**config.mk**
```make
export PLATFORM = sky130hd
export DESIGN_NAME = l2_arbiter
export DESIGN_NICKNAME = d
export VERILOG_FILES = /design/src/rtl/lc3b_types.sv /design/src/rtl/l2_arbiter.sv
export SDC_FILE = /design/constraint.sdc
export NUM_CORES = 1
export LEC_CHECK = 0
export CORE_AREA = 2 2 521 523
export CTS_BUF_LIST = sky130_fd_sc_hd__clkbuf_4 sky130_fd_sc_hd__clkbuf_8 sky130_fd_sc_hd__clkbuf_16
export DETAILED_ROUTE_END_ITERATION = 7
export DIE_AREA = 0 0 523 525
export PLACE_DENSITY = 0.32
export RECOVER_POWER = 50
export SLEW_MARGIN = 20
export SYNTH_ARGS = -nofsm -noshare
export SYNTH_HDL_FRONTEND = slang
export SYNTH_SLANG_ARGS = --single-unit
```
**constraint.sdc**
```tcl
create_clock -name clk -period 3.6 [get_ports clk]
set_clock_uncertainty 0.15 [all_clocks]
set_input_delay 0.36 -clock clk [delete_from_list [all_inputs] [get_ports clk]]
set_output_delay 0.36 -clock clk [all_outputs]
set_load 0.1 [all_outputs]
```
**src/rtl/lc3b_types.sv**
```systemverilog
// Shared LC-3b types used by the cache hierarchy, including the L2 arbiter.
package lc3b_types;

  typedef logic [15:0] lc3b_word;

  localparam int unsigned L2_LINE_W = 256;

  typedef logic [L2_LINE_W-1:0] lc3b_l2_line;

  // Arbiter FSM: wait for a request, hold one L2 transaction, then one bubble.
  typedef enum logic [1:0] {
    IDLE,
    SERVE_I,
    SERVE_D,
    RELEASE
  } l2_arb_state_t;

  // Which L1 port currently owns (or last owned) the L2 interface.
  typedef enum logic {
    PORT_I,
    PORT_D
  } l2_arb_port_t;

endpackage

```
**src/rtl/l2_arbiter.sv**
```systemverilog
// Round-robin arbiter sharing the single L2 interface between the L1 I-cache
// and D-cache miss paths. One transaction is outstanding at a time; the
// winning request is captured into registers that drive the L2 port.
module l2_arbiter
  import lc3b_types::*;
#(
  parameter int width = L2_LINE_W
) (
  input  logic             clk,
  input  logic             reset,

  input  logic             i_read,
  input  lc3b_word         i_address,
  output logic             i_resp,
  output logic [width-1:0] i_rdata,

  input  logic             d_read,
  input  logic             d_write,
  input  lc3b_word         d_address,
  input  logic [width-1:0] d_wdata,
  output logic             d_resp,
  output logic [width-1:0] d_rdata,

  output logic             l2_read,
  output logic             l2_write,
  output lc3b_word         l2_address,
  output logic [width-1:0] l2_wdata,
  input  logic             l2_resp,
  input  logic [width-1:0] l2_rdata
);

  l2_arb_state_t    state_q, state_d;
  l2_arb_port_t     last_grant_q, last_grant_d;
  lc3b_word         addr_q, addr_d;
  logic [width-1:0] wdata_q, wdata_d;
  logic             l2_read_q, l2_read_d;
  logic             l2_write_q, l2_write_d;

  logic i_pend;
  logic d_pend;
  logic pick_d;

  assign i_pend = i_read;
  assign d_pend = d_read | d_write;
  // D wins when it is the only requester, or on a tie when I was served last.
  assign pick_d = d_pend && (!i_pend || (last_grant_q == PORT_I));

  // Next-state and capture logic for the FSM and request registers.
  always_comb begin
    // NOTE: every next value starts as its hold value so no path leaves it unassigned (no latch).
    state_d      = state_q;
    last_grant_d = last_grant_q;
    addr_d       = addr_q;
    wdata_d      = wdata_q;
    l2_read_d    = l2_read_q;
    l2_write_d   = l2_write_q;

    case (state_q)
      IDLE: begin
        if (pick_d) begin
          addr_d       = d_address;
          wdata_d      = d_wdata;
          // A write-back takes precedence when both D ops are raised together.
          l2_write_d   = d_write;
          l2_read_d    = !d_write;
          last_grant_d = PORT_D;
          state_d      = SERVE_D;
        end else if (i_pend) begin
          addr_d       = i_address;
          l2_write_d   = 1'b0;
          l2_read_d    = 1'b1;
          last_grant_d = PORT_I;
          state_d      = SERVE_I;
        end
      end
      SERVE_I, SERVE_D: begin
        if (l2_resp) begin
          l2_read_d  = 1'b0;
          l2_write_d = 1'b0;
          state_d    = RELEASE;
        end
      end
      RELEASE: begin
        // Bubble so the served requester can drop its level request.
        state_d = IDLE;
      end
      default: begin
        state_d = IDLE;
      end
    endcase
  end

  // State and capture registers with synchronous reset.
  always_ff @(posedge clk) begin
    // NOTE: the wide line register is reset too, because its value is visible on l2_wdata after reset.
    if (reset) begin
      state_q      <= IDLE;
      last_grant_q <= PORT_I;
      addr_q       <= '0;
      wdata_q      <= '0;
      l2_read_q    <= 1'b0;
      l2_write_q   <= 1'b0;
    end else begin
      // NOTE: non-blocking assignments so every register updates from the same pre-edge values.
      state_q      <= state_d;
      last_grant_q <= last_grant_d;
      addr_q       <= addr_d;
      wdata_q      <= wdata_d;
      l2_read_q    <= l2_read_d;
      l2_write_q   <= l2_write_d;
    end
  end

  assign l2_read    = l2_read_q;
  assign l2_write   = l2_write_q;
  assign l2_address = addr_q;
  assign l2_wdata   = wdata_q;

  // Completion is forwarded combinationally, only to the port being served.
  assign i_resp  = (state_q == SERVE_I) && l2_resp;
  assign d_resp  = (state_q == SERVE_D) && l2_resp;
  assign i_rdata = l2_rdata;
  assign d_rdata = l2_rdata;

endmodule
```
==> results of run 1 <==
## power by group
group,switching (mW),internal (mW)
combinational,9.78,2.29
sequential,0.528,3.91
clock,1.89,2.70
total,12.2,8.90
## registers in the layout, indices dropped and copies added, names as in the netlist
signal	count
l2_read	1
l2_address	16
l2_write	1
l2_wdata	256
state_q	2
last_grant_q	1
## logic make-up (layout without fill, tap and decap cells)
group,after synthesis,in the layout
buf+inv,667,683
compound gates,542,542
simple gates,314,314
flops,277,277
fa+ha+maj,4,4
mux,2,2
other cells,0,12
## worst min path at each step
stage / startpoint / slack, ns / cells past startpoint / end
after floorplan: state_q[0]$_SDFFE_PP0P_ / 0.32 / 2 / state_q[0]$_SDFFE_PP0P_
after global placement: l2_wdata[143]$_SDFFE_PP0P_ / 0.31 / 2 / l2_wdata[143]$_SDFFE_PP0P_
after detailed placement: l2_wdata[149]$_SDFFE_PP0P_ / 0.32 / 2 / l2_wdata[149]$_SDFFE_PP0P_
after CTS: reset / 0.002 / 2 / l2_wdata[243]$_SDFFE_PP0P_
after global routing: reset / 0.03 / 2 / l2_wdata[253]$_SDFFE_PP0P_
final: reset / 0.08 / 2 / l2_wdata[252]$_SDFFE_PP0P_
## metrics by stage
stage / hold WS [ns] / std cells
floorplan: 0.321 / 1806
global placement: 0.311 / 5315
detailed placement: 0.317 / 5315
CTS: 0.00215 / 5392
global route: 0.0344 / 5395
finish: 0.0787 / 5404
## cell type report
class	instances	area share (%)
Clock inverter	13	0.676
Timing Repair Buffer	603	26.2
Multi-Input combinational cell	862	20.5
Tap cell	3570	20.6
Inverter	3	0.0867
Antenna cell	12	0.139
Sequential cell	277	25.6
Clock buffer	64	6.14
## cells in the final DEF (no fill, tap or decap), types with 2 or more instances in the layout
master           netlist  layout
clkbuf_8               0       7
nor2_1                16      16
nand2_1               34      34
ha_1                   4       4
clkbuf_1              82       8
clkbuf_16              0      46
diode_2                0      12
buf_12                 0       8
buf_4                519     156
clkbuf_4               0      11
clkdlybuf4s50_1        0     429
bufinv_16              0       2
and2_1                 2       2
o21ai_1               39      39
mux2i_1                2       2
nand3_1              256     256
dfxtp_1              277     277
a311oi_1              16      16
a21oi_1              260     260
o21ai_0              221     221
clkinvlp_4             0       5
clkinv_2               0       3
inv_1                  2       2
## per-layer routing
layer	vias to the layer above	track usage, %	part of all wire (%)
met4	6	5.09	6.4
met1	6015	8.64	32
met2	1041	13.4	40
li1	5649	-	-
met5	-	0.228	0.074
met3	459	9.22	22
==> impl_metrics.csv, run 1 <==
group,metric,value,unit
route,route.detailed.drc,0,
setup_path,worstReg2RegStart,"state_q[1]$_SDFFE_PP0P_",
floorplan,ios,1338,
route,via_per_inst,2.44,
timing,fin_crit,2.87,ns
timing,fin_crit_sh,79.8,%
synthesis,yosys.area_share.simple,10.5,%
synthesis,synth_edf_count,0,
setup_path,crit_chain,"clkdlybuf4s50_1",
synthesis,synth.top_cells.by_count,"buf_4 (519), dfxtp_1 (277), a21oi_1 (260)",
clock_network,cts_max_level,2,
synthesis,ys_seq_area_share,38.1,%
setup_path,arrival,2.36,ns
floorplan,die_w,523,um
placement,io_buffers,569,
floorplan,die_area,275000,um^2
setup_path,critPathSlowestCell,"clkdlybuf4s50_1",
setup_path,worst-r2r-setup-slack,1.03,ns
global_routing,grt_max_degree,106,
clock_network,ctsResizeCount,0,
synthesis,ys_types,31,
worst_hold_path,min_path_type,"input port to flop",
floorplan,die_h,525,um
clock_network,clk_pin_slew,0.06,ns
setup_path,path_max_fanout,2,
setup_path,endpoint,"l2_address[13]",
synthesis,yosysWarnings,0,
setup_path,slowest_delay,1.24,ns
finish,final_util,8.04,%
floorplan,initial_utilization,5.40,%
floorplan,core,269000,um^2
route,postRouteAntennaNets,0,
setup_path,r2r_cells,6,
synthesis,synthMuxAreaShare,0.138,%
synthesis,syn-instance-count,1806,
pwr,ir_worst_vdd,438,uV
synthesis,synthesis.area,14600,um^2
placement,dp_slack,0.851,ns
timing,fmax,0.348,GHz
setup_path,crit_path_start_kind,"flop",
job,cap_violations,0,
clock_network,post-cts-setup-buffers,0,
finish,drive_above_1_share,13.6,%
route,drtIter0Drc,848,
placement,place_congestion,0.867,
clock_network,clock-sinks,277,
placement,placedInstanceArea,20200,um^2
pwr,power,21.1,mW
route,routed_wl,136000,um
synthesis,synth_area_leader_cell,"dfxtp_1",
synthesis,async_reset_ff_share,0,%
synthesis,syn_nets,2360,
timing,hold_viol,0,
route,drt-wirelength-per-cell,25.1,um
global_routing,antenna_found_initial,60,
placement,dp_hpwl,115000,um
synthesis,synth-main-ff-cell,"dfxtp_1",
synthesis,yosys_register_bits,277,
timing,setup_tns,0,ns
timing,rsz0062_at_grt,"no",
synthesis,synth_top_family_by_area,"buffers and inverters",
clock_network,cts_buffer_depth,3,
clock_network,cts_buffers,45,
setup_path,r2r_end,"l2_wdata[56]$_SDFFE_PP0P_",
clock_network,insertion_delay,0.66,ns
timing,tightest_slew,1.39,ns
clock_network,cts_root_buf,"clkbuf_16",
setup_path,startpoint,"l2_address[13]$_SDFFE_PP0P_",
clock_network,cts_tree,"built",
setup_path,crit_required,3.09,ns
clock_network,hold_buffers,0,
setup_path,path_delay_family,"buffers and inverters",
synthesis,synth_compound_area_share,19.3,%
timing,setup_viol,0,
floorplan,rows,191,
setup_path,crit_buf_inv,1,
finish,area_growth,48.8,%
synthesis,synthTopCellsByArea,"dfxtp_1 (38%), buf_4 (27%), a21oi_1 (8.9%)",
timing,finalMaxSlewViolations,0,
timing,setup_slack,0.727,ns
setup_path,worst-path-stages,1,
setup_path,crit_type,"flop to primary output",
global_routing,grt_util_all_layers,9.41,%
timing,relSlewSlack,7.58,%
finish,finalNetCount,2346,
finish,regArea,5550,um^2
route,drt_pass1_iterations,7,
finish,stdcell_area,21600,um^2
synthesis,synthAdderAreaFrac,0.344,%
run_status,outcome,"finished clean",
route,num_vias,13200,
global_routing,grt_pass1_vias,13000,
synthesis,synth_xor_area_share,0,%
pwr,p_leak,6.70,nW
synthesis,yosysTopAreaCellShare,38.1,%
pwr,power_per_cell_area,974,nW/um^2
finish,multi_input_area,4430,um^2
synthesis,synth.most_common_cell,"buf_4",
synthesis,syn_area_per_cell,8.06,um^2
global_routing,grt_pass1_wl,164000,um
global_routing,overflow,0,
setup_path,cp-end-kind,"primary output",
finish,fillCellCount,31400,
Power figures use the tool's default switching activity.
==> run 2, diff against run 1 <==
--- a/config.mk
+++ b/config.mk
@@ -5,10 +5,10 @@
 export SDC_FILE = /design/constraint.sdc
 export NUM_CORES = 1
 export LEC_CHECK = 0
-export CORE_AREA = 2 2 521 523
+export CORE_AREA = 2 2 525 527
 export CTS_BUF_LIST = sky130_fd_sc_hd__clkbuf_4 sky130_fd_sc_hd__clkbuf_8 sky130_fd_sc_hd__clkbuf_16
 export DETAILED_ROUTE_END_ITERATION = 7
-export DIE_AREA = 0 0 523 525
+export DIE_AREA = 0 0 527 529
 export PLACE_DENSITY = 0.32
 export RECOVER_POWER = 50
 export SLEW_MARGIN = 20
==> constraint.sdc (replaced) <==
create_clock -name clk -period 2.6 [get_ports clk]
set_clock_uncertainty 0.15 [all_clocks]
set_input_delay 0.26 -clock clk [delete_from_list [all_inputs] [get_ports clk]]
set_output_delay 0.26 -clock clk [all_outputs]
set_load 0.1 [all_outputs]
==> impl_metrics.csv, run 2 (synthesis results as in run 1) <==
group,metric,value,unit
run_status,outcome,"finished clean",
timing,fin_crit,2.42,ns
worst_hold_path,hold_depth,3,
route,via_per_inst,2.51,
pwr,power,30.2,mW
finish,largest_reg_flops,256,
pwr,p_clk_share,22.1,%
setup_path,crit_chain,"inv_1 > ha_4 > o31a_1 > buf_8 > nor2_1 > a311oi_1 > dlygate4sd3_1",
floorplan,die_w,527,um
worst_hold_path,hold_start,"d_wdata[62]",
route,drt-wirelength-per-cell,24.8,um
timing,setup_viol,0,
floorplan,rows,192,
setup_path,cp-end-kind,"flop",
timing,setup_tns,0,ns
timing,fin_crit_sh,93.0,%
placement,place_congestion,0.805,
pwr,intPower,13.0,mW
route,drt_pass1_iterations,5,
timing,finalMaxSlewViolations,0,
floorplan,initial_utilization,5.33,%
global_routing,grt_util_all_layers,9.63,%
floorplan,die_area,279000,um^2
timing,whs,0.0858,ns
pwr,ir_worst_vdd,535,uV
timing,tightest_slew,0.733,ns
setup_path,crit_buf_inv,3,
placement,io_buffers,569,
floorplan,die_h,529,um
clock_network,insertion_delay,0.66,ns
timing,hold_viol,0,
global_routing,overflow,0,
setup_path,crit_required,3.05,ns
clock_network,cts_root_buf,"clkbuf_16",
placement,dp_slack,0.278,ns
clock_network,post-cts-setup-buffers,0,
setup_path,r2r_end,"l2_address[7]$_SDFFE_PP0P_",
route,routed_wl,140000,um
finish,mostFrequentLayoutCells,"clkdlybuf4s50_1 (292), buf_4 (283), dfxtp_1 (277), a21oi_1 (260), nand3_1 (256)",
placement,dp_hpwl,118000,um
worst_hold_path,min_path_type,"input port to flop",
clock_network,cts_tree,"built",
setup_path,crit_type,"flop to flop",
job,cap_violations,0,
pwr,seqPwrFrac,20.5,%
setup_path,critPathSlowestCell,"dlygate4sd3_1",
setup_path,path_delay_family,"buffers and inverters",
finish,finalNetCount,2589,
finish,area_growth,65.1,%
timing,rsz0062_at_grt,"no",
route,drtIter0Drc,800,
global_routing,grt_pass1_vias,14400,
timing,fmax,0.413,GHz
setup_path,path_max_fanout,32,
global_routing,grt_pass1_wl,172000,um
global_routing,grt_max_degree,77,
finish,drive_above_1_share,19.6,%
floorplan,ios,1338,
clock_network,cts_max_level,2,
setup_path,worst-r2r-setup-slack,0.18,ns
setup_path,crit_path_start_kind,"flop",
worst_hold_path,worstHoldEndpoint,"l2_wdata[62]$_SDFFE_PP0P_",
finish,layout_commonest_cell,"clkdlybuf4s50_1",
clock_network,clock-sinks,277,
route,postRouteAntennaNets,0,
timing,relSlewSlack,51.5,%
setup_path,arrival,2.87,ns
pwr,power_per_cell_area,1260,nW/um^2
pwr,p_switching,17.3,mW
global_routing,antenna_found_initial,71,
route,num_vias,14300,
route,route.detailed.drc,0,
setup_path,slowest_delay,0.58,ns
floorplan,core,273000,um^2
clock_network,cts_buffer_depth,3,
timing,setup_slack,0.181,ns
pwr,p_leak,8.12,nW
setup_path,r2r_cells,7,
clock_network,clk_pin_slew,0.06,ns
setup_path,worstReg2RegStart,"state_q[0]$_SDFFE_PP0P_",
pwr,p_sw_share,57.2,%
pwr,combPwrFrac,57.4,%
clock_network,cts_buffers,45,
run 2: cell count changes in the layout (fill, tap and decap cells not counted), moves of 6 or more:
cell	before	now
buf_12	8	21
clkbuf_2	0	12
clkdlybuf4s50_1	429	292
dlygate4sd3_1	0	234
clkbuf_4	11	5
clkbuf_1	8	1
buf_4	156	283
run 2: power by group through the flow:
stage	Clock (mW)	Sequential, mW	Combinational, mW
6_report	6.69	6.19	17.4
3_5_place_dp	0	6.25	17.3
4_1_cts	7.07	6.19	17.7
5_1_grt	7.16	6.32	18.3
3_3_place_gp	0	6.25	17.2
2_1_floorplan	0	14.2	6.95
run 2: cell type report:
type / count / area, um^2
fillers: 31900 / 249000
repair buffers: 846 / 7910
flip-flops and latches: 277 / 5550
well taps: 3589 / 4490
multi-input cells: 862 / 4430
clock buffers: 62 / 1340
clock inverters: 20 / 250
diodes: 13 / 32.5
inverters: 3 / 27.5
run 2: through the flow:
stage / util, % / instance area (um^2) / instances
final: 8.80 / 24000 / 5672
after global routing: 8.79 / 24000 / 5663
after CTS: 8.80 / 24000 / 5659
after detailed placement: 7.36 / 20100 / 5343
after global placement: 7.36 / 20100 / 5343
after floorplan: - / 14600 / 1806
run 2: timing repair:
item,4_1_cts,5_1_grt
endpoints found under the hold margin,228,0
resized for setup,0,4
hold buffers,234,0
setup endpoints to repair,0,13
run 2: worst max path at each step:
stage	startpoint	endpoint	slack (ns)	cells past startpoint
final	state_q[0]$_SDFFE_PP0P_	l2_address[7]$_SDFFE_PP0P_	0.18	7
after global routing	state_q[0]$_SDFFE_PP0P_	l2_address[9]$_SDFFE_PP0P_	0.0006	7
after CTS	state_q[0]$_SDFFE_PP0P_	l2_wdata[249]$_SDFFE_PP0P_	0.09	7
after detailed placement	d_write	l2_wdata[51]$_SDFFE_PP0P_	0.28	6
after global placement	d_write	l2_wdata[5]$_SDFFE_PP0P_	0.31	6
after floorplan	state_q[0]$_SDFFE_PP0P_	l2_wdata[202]$_SDFFE_PP0P_	0.86	8
run 2: layer usage:
| layer | part of all wire (%) | up-vias | routed length [um] | global-route usage, % |
|---|---|---|---|---|
| met5 | 0.019 | - | 27 | 0.0173 |
| met4 | 6.9 | 4 | 9690 | 5.65 |
| met3 | 20 | 517 | 28500 | 8.86 |
| met2 | 41 | 1046 | 57600 | 14.0 |
| met1 | 32 | 6538 | 44600 | 8.85 |
| li1 | - | 6159 | - | - |
run 2: worst reg2reg max path, cell delays in order (launching register included):
cell and delay (ns):
dfxtp_1 0.33, inv_1 0.14, ha_4 0.31, o31a_1 0.30
buf_8 0.25, nor2_1 0.07, a311oi_1 0.24, dlygate4sd3_1 0.58
